==> config.mk <==
export PLATFORM = sky130hd
export DESIGN_NAME = rvfi_commit_monitor_flat
export DESIGN_NICKNAME = d
export VERILOG_FILES = /design/src/rtl/rvfi_commit_monitor_if.sv /design/src/rtl/rvfi_commit_monitor.sv /design/src/flat_wrapper.sv
export SDC_FILE = /design/constraint.sdc
export NUM_CORES = 1
export LEC_CHECK = 0
export ABC_AREA = 0
export ABC_CLOCK_PERIOD_IN_PS = 6880
export CORE_MARGIN = 4
export CORE_UTILIZATION = 51
export CTS_BUF_LIST = sky130_fd_sc_hd__clkbuf_8
export DETAILED_ROUTE_END_ITERATION = 8
export HOLD_SLACK_MARGIN = 0.03
export PLACE_DENSITY = 0.9
export SLEW_MARGIN = 20
export SYNTH_ARGS = -nofsm -noshare
export SYNTH_HDL_FRONTEND = slang
export SYNTH_SLANG_ARGS = --single-unit
==> constraint.sdc <==
create_clock -name clk -period 6.88 [get_ports clk]
set_input_delay 1.376 -clock clk [delete_from_list [all_inputs] [get_ports clk]]
set_output_delay 1.376 -clock clk [all_outputs]
set_load 0.1 [all_outputs]
==> src/rtl/rvfi_commit_monitor_if.sv <==
`default_nettype none
// ============================================================================
// Module   : rvfi_commit_monitor_if
// Brief    : Retire-stage to commit-monitor bundle: strobes and PCs in,
//            order numbers and halt status out.
// Revision : 1.0 - initial release
// ============================================================================
interface rvfi_commit_monitor_if #(
    parameter int NUM_CH  = 1,
    parameter int XLEN    = 32,
    parameter int ORDER_W = 64
);
    logic [NUM_CH-1:0]         commit_valid;
    logic [NUM_CH*XLEN-1:0]    pc_rdata;
    logic [NUM_CH*XLEN-1:0]    pc_wdata;
    logic [NUM_CH*ORDER_W-1:0] order;
    logic [ORDER_W-1:0]        order_base;
    logic                      armed;
    logic                      halt;
    logic [XLEN-1:0]           halt_pc;

    modport master (
        output commit_valid, pc_rdata, pc_wdata,
        input  order, order_base, armed, halt, halt_pc
    );

    modport slave (
        input  commit_valid, pc_rdata, pc_wdata,
        output order, order_base, armed, halt, halt_pc
    );
endinterface
`default_nettype wire

==> src/rtl/rvfi_commit_monitor.sv <==
`default_nettype none
// ============================================================================
// Module   : rvfi_commit_monitor
// Brief    : Multi-channel RVFI commit order counter and jump-to-self halt
//            detector with confirm count and programmable halt delay.
// Revision : 1.0 - initial release
// ============================================================================
module rvfi_commit_monitor #(
    parameter int NUM_CH       = 1,
    parameter int XLEN         = 32,
    parameter int ORDER_W      = 64,
    parameter int HALT_CONFIRM = 1,
    parameter int HALT_DELAY   = 2
) (
    input wire logic               clk,
    input wire logic               rst,
    rvfi_commit_monitor_if.slave   bus
);

    localparam int c_CNT_W = $clog2(HALT_CONFIRM + 1);
    localparam int c_DLY_W = (HALT_DELAY > 1) ? $clog2(HALT_DELAY) : 1;

    localparam logic [c_CNT_W-1:0] c_CNT_ONE  = c_CNT_W'(1);
    localparam logic [c_CNT_W-1:0] c_CNT_ARM  = c_CNT_W'(HALT_CONFIRM - 1);
    localparam logic [c_CNT_W-1:0] c_CNT_FULL = c_CNT_W'(HALT_CONFIRM);
    localparam logic [c_DLY_W-1:0] c_DLY_ONE  = c_DLY_W'(1);
    localparam logic [c_DLY_W-1:0] c_DLY_LOAD = c_DLY_W'((HALT_DELAY > 0) ? HALT_DELAY - 1 : 0);

    if (HALT_CONFIRM < 1) begin : g_bad_confirm
        $error("rvfi_commit_monitor: HALT_CONFIRM must be >= 1");
    end
    if (HALT_DELAY < 0) begin : g_bad_delay
        $error("rvfi_commit_monitor: HALT_DELAY must be >= 0");
    end

    typedef enum logic [1:0] {
        ST_RUN    = 2'd0,
        ST_ARMED  = 2'd1,
        ST_HALTED = 2'd2
    } state_t;

    state_t               r_state;
    logic [ORDER_W-1:0]   r_order_base;
    logic [c_CNT_W-1:0]   r_cnt;
    logic [c_DLY_W-1:0]   r_dly;
    logic [XLEN-1:0]      r_cand;
    logic [XLEN-1:0]      r_halt_pc;
    logic                 r_armed;
    logic                 r_halt;

    logic [NUM_CH*ORDER_W-1:0] w_order;
    logic [ORDER_W-1:0]        w_acc;
    logic [ORDER_W-1:0]        w_next_base;
    logic [XLEN-1:0]           w_dec_rd;
    logic [XLEN-1:0]           w_dec_wd;
    logic                      w_any;
    logic                      w_loop;
    logic                      w_nonloop;

    // Prefix-count the strobes; the last valid channel seen is the youngest
    // retirement and therefore decides the loop classification.
    always_comb begin
        w_acc    = r_order_base;
        w_order  = '0;
        w_any    = 1'b0;
        w_dec_rd = '0;
        w_dec_wd = '0;
        for (int c = 0; c < NUM_CH; c++) begin
            w_order[c*ORDER_W +: ORDER_W] = w_acc;
            w_acc = w_acc + ORDER_W'(bus.commit_valid[c]);
            if (bus.commit_valid[c]) begin
                w_any    = 1'b1;
                w_dec_rd = bus.pc_rdata[c*XLEN +: XLEN];
                w_dec_wd = bus.pc_wdata[c*XLEN +: XLEN];
            end
        end
        w_next_base = w_acc;
    end

    assign w_loop    = w_any && (w_dec_rd == w_dec_wd);
    assign w_nonloop = w_any && (w_dec_rd != w_dec_wd);

    always_ff @(posedge clk) begin
        if (rst) begin
            r_state      <= ST_RUN;
            r_order_base <= '0;
            r_cnt        <= '0;
            r_dly        <= '0;
            r_cand       <= '0;
            r_halt_pc    <= '0;
            r_armed      <= 1'b0;
            r_halt       <= 1'b0;
        end else begin
            r_order_base <= w_next_base;
            case (r_state)
                ST_RUN: begin
                    if (w_loop) begin
                        r_cand <= w_dec_rd;
                        if (r_cnt == c_CNT_ARM) begin
                            r_cnt <= c_CNT_FULL;
                            if (HALT_DELAY == 0) begin
                                r_state   <= ST_HALTED;
                                r_halt    <= 1'b1;
                                r_halt_pc <= w_dec_rd;
                            end else begin
                                r_state <= ST_ARMED;
                                r_armed <= 1'b1;
                                r_dly   <= c_DLY_LOAD;
                            end
                        end else begin
                            r_cnt <= r_cnt + c_CNT_ONE;
                        end
                    end else if (w_nonloop) begin
                        r_cnt <= '0;
                    end
                end
                ST_ARMED: begin
                    // An abort in the final delay cycle takes priority over halting.
                    if (w_nonloop) begin
                        r_state <= ST_RUN;
                        r_armed <= 1'b0;
                        r_cnt   <= '0;
                        r_dly   <= '0;
                    end else if (r_dly == '0) begin
                        r_state   <= ST_HALTED;
                        r_armed   <= 1'b0;
                        r_halt    <= 1'b1;
                        r_halt_pc <= r_cand;
                    end else begin
                        r_dly <= r_dly - c_DLY_ONE;
                    end
                end
                ST_HALTED: begin
                    r_state <= ST_HALTED;
                end
                default: begin
                    r_state <= ST_RUN;
                    r_armed <= 1'b0;
                    r_halt  <= 1'b0;
                end
            endcase
        end
    end

    assign bus.order      = w_order;
    assign bus.order_base = r_order_base;
    assign bus.armed      = r_armed;
    assign bus.halt       = r_halt;
    assign bus.halt_pc    = r_halt_pc;

endmodule
`default_nettype wire

==> src/flat_wrapper.sv <==
// flat-port wrapper written by rule: the top's interface ports become plain ports
module rvfi_commit_monitor_flat 
#(
    parameter int NUM_CH       = 1,
    parameter int XLEN         = 32,
    parameter int ORDER_W      = 64,
    parameter int HALT_CONFIRM = 1,
    parameter int HALT_DELAY   = 2
)
  (clk, rst, bus_commit_valid, bus_pc_rdata, bus_pc_wdata, bus_order, bus_order_base, bus_armed, bus_halt, bus_halt_pc);
  rvfi_commit_monitor_if #(.NUM_CH(NUM_CH), .XLEN(XLEN), .ORDER_W(ORDER_W)) bus_i ();
  input wire logic clk;
  input wire logic rst;
  input wire logic [$bits(bus_i.commit_valid)-1:0] bus_commit_valid;
  input wire logic [$bits(bus_i.pc_rdata)-1:0] bus_pc_rdata;
  input wire logic [$bits(bus_i.pc_wdata)-1:0] bus_pc_wdata;
  output wire logic [$bits(bus_i.order)-1:0] bus_order;
  output wire logic [$bits(bus_i.order_base)-1:0] bus_order_base;
  output wire logic [$bits(bus_i.armed)-1:0] bus_armed;
  output wire logic [$bits(bus_i.halt)-1:0] bus_halt;
  output wire logic [$bits(bus_i.halt_pc)-1:0] bus_halt_pc;
  assign bus_i.commit_valid = bus_commit_valid;
  assign bus_i.pc_rdata = bus_pc_rdata;
  assign bus_i.pc_wdata = bus_pc_wdata;
  assign bus_order = bus_i.order;
  assign bus_order_base = bus_i.order_base;
  assign bus_armed = bus_i.armed;
  assign bus_halt = bus_i.halt;
  assign bus_halt_pc = bus_i.halt_pc;
  rvfi_commit_monitor #(.NUM_CH(NUM_CH), .XLEN(XLEN), .ORDER_W(ORDER_W), .HALT_CONFIRM(HALT_CONFIRM), .HALT_DELAY(HALT_DELAY)) u_core (.clk(clk), .rst(rst), .bus(bus_i));
endmodule
==> metrics.txt <==
post-DP HPWL ~12000 um; Synth Register Bits 134; Tcrit/Tclk final 0.6061; drt drc 0; final std cells w/o fill between 1000 and 1500; Worst EP arrival 4.47 ns; fill cell count between 900 and 1000; Slew headroom 0.3184; sequential element share of the synthesized area 0.4114; Primary FF master, synth dfxtp_1; crit path time final around 4.2 ns; RSZ-0062 raised after global routing false; gr usage total 0.2336; dpl cells 1027; Post-CTS Resized 0; largest net degree at the start of global routing 86; # port buffers approximately 230; Diodes inserted 0; clock slew at reported path FFs about 0.070 ns; CTS Sinks 134; cts bufs inserted 17; YS warnings 0; Layout area overhead 35.69%; Distinct cells, synth 37; drt first pass iters 4; Cell Chain, Critical Path clkdlybuf4s50_1 -> xor2_1 -> nor4_1 -> nand4_1 -> or4_2 -> mux2i_1 -> nor2_1; worst path required time roughly 7 ns; Finish-stage setup viols 0; Die H 121.1 um; Die ar. 14660 um2; Die Wd ~120 um; synthesized instance count around 720; Final Cell Area between 8000 and 9000 um2; Post-CTS Hold Buffers 0; share of cells above drive strength 1 0.05299; TritonCTS clock tree built; clk_skew roughly 0.009 ns; FMAX between 0.2 and 0.25 GHz; Fin. Hold Viols 0; worst-margin pin slew between 1 and 1.5 ns; worst-case clock buffer depth 2; max incr delay on CP 1.22 ns; first-pass GRT wire length approximately 27000 um; Synth Area per Inst 9.083 um2; Post-synth EDFFs 0; Power Dens Cells between 150 and 200 nW/um2; CP Launch Type input pin; via count roughly 5400; drt wl/cell roughly 16 um; Post-Syn Nets 787; grt ovf 0; vias per inst around 5; HP Class reg -> reg; I/O pins ~230; max cap viols 0; Worst Path Max Fanout 32; WS Path Type in -> reg; Worst-Skew Late Latency between 0.4 and 0.5 ns; Placed Area roughly 8400 um2; P_leak between 0.003 and 0.004 uW; drt first-iter violations between 200 and 300; post-CTS setup buffer count 0; outcome completed; critical path's slowest cell or4_2; H-tree depth 4; Initial Util 0.5189; Slew Viols, Final 0; CTS Root Cell clkbuf_8; vias in the first global route around 5400; post-route ant nets 0; Hold Slack 0.4716 ns; Cell Rows between 40 and 50; Worst Setup End Kind register; WL final approximately 17000 um; VDD IR max ~0.000093 V; setup TNS 0 ns; initial antenna violation count 0; core area between 10000 and 15000 um2; Post-synth ARST share 0; Post-layout nets ~940; area of the mapped netlist between 6000 and 7000 um2; GPL Wtd Cong just over 0.8
==> area by class of cell <==
class | instances | area [um2] | share of cell area
timing repair buffer | 231 | 2302 | 0.2602
sequential | 134 | 2683 | 0.3032
clock inverter | 12 | 136.4 | 0.01541
multi-input combinational | 486 | 3222 | 0.3641
tap | 172 | 215.2 | 0.02432
inverter | 4 | 15.01 | 0.001697
clock buffer | 20 | 275.3 | 0.03111
==> metal layers <==
metal | up-vias | global-route usage | wire length [um]
met1 | 2524 | 0.2869 | 7421
li1 | 2641 | - | -
met3 | 21 | 0.07133 | 1185
met2 | 202 | 0.3908 | 8342
met5 | - | 0 | 0
met4 | 0 | 0.07578 | 256
==> Yosys cell counts, drive strengths merged (17+ instances only) <==
master | instances | share of area
nor2 | 102 | 0.059
nand3 | 31 | 0.027
clkbuf | 21 | 0.012
nand2b | 66 | 0.063
xnor2 | 22 | 0.030
nand2 | 27 | 0.016
nand4 | 20 | 0.019
mux2i | 64 | 0.098
xor2 | 69 | 0.093
buf | 73 | 0.081
nor4 | 17 | 0.018
dfxtp | 134 | 0.41
==> path summary, 6_finish.rpt <==
path                  startpoint                      to  slack, ns  cells past startpoint
max              bus_pc_rdata[8]        u_core.r_cand[9]       2.71                      7
min reg2reg    u_core.r_cand[25]  u_core.bus.halt_pc[25]       0.47                      2
min            u_core.r_cand[25]  u_core.bus.halt_pc[25]       0.47                      2
max reg2reg  u_core.bus.order[0]    u_core.bus.order[60]       4.20                      8
==> through the flow <==
stage	total power (uW)	util	worst slack, ns
floorplan	848.2	-	3.577
global placement	904.7	0.6713	2.281
finish	1562	0.7040	2.710
CTS	1577	0.7040	2.701
global route	1620	0.7040	2.609
detailed placement	905.3	0.6713	2.225
==> cell families after synthesis <==
family | synth area share
and+or+nand+nor | 0.2561
DFF | 0.4114
buffers and inverters | 0.09497
xor gates and xnor gates | 0.1222
muxes | 0.09823
AOI/OAI and AO/OA | 0.01324
adders and majority gates | 0.003837
==> placed cells by master, fill, tap and decap left out, types with 5 or more instances in the layout <==
master | Yosys | final
clkdlybuf4s50_1 | 0 | 227
dfxtp_1 | 134 | 134
nor2_1 | 102 | 102
xor2_1 | 69 | 69
nand2b_1 | 66 | 66
mux2i_1 | 64 | 64
nand3_1 | 28 | 28
nand2_1 | 27 | 27
xnor2_1 | 22 | 22
nand4_1 | 20 | 20
clkbuf_8 | 0 | 20
nor4_1 | 15 | 15
nor3_1 | 14 | 14
and3_1 | 9 | 8
inv_1 | 4 | 8
nor2b_1 | 6 | 6
a21oi_1 | 6 | 6
and4_1 | 5 | 5
==> flip-flops by register name (all words and copies together) (netlist names) <==
signal and count:
u_core.r_cnt 1, u_core.bus.halt 1, u_core.r_cand 32, u_core.r_dly 1
u_core.r_state 2, u_core.bus.halt_pc 32, u_core.bus.armed 1, u_core.bus.order 64
==> critical path, delay by kind of cell <==
| kind | cells | cell delay, ns |
|---|---|---|
| XOR/XNOR | 1 | 0.22 |
| buffers and inverters | 1 | 0.44 |
| multiplexers | 1 | 0.33 |
| AND/OR/NAND/NOR | 4 | 2.07 |
==> report_power, final <==
part           switching (uW)  total, uW  internal (uW)
combinational            56.9        110           53.4
sequential               1.21        778            776
clock                     294        674            381
Power figures use the tool's default switching activity.
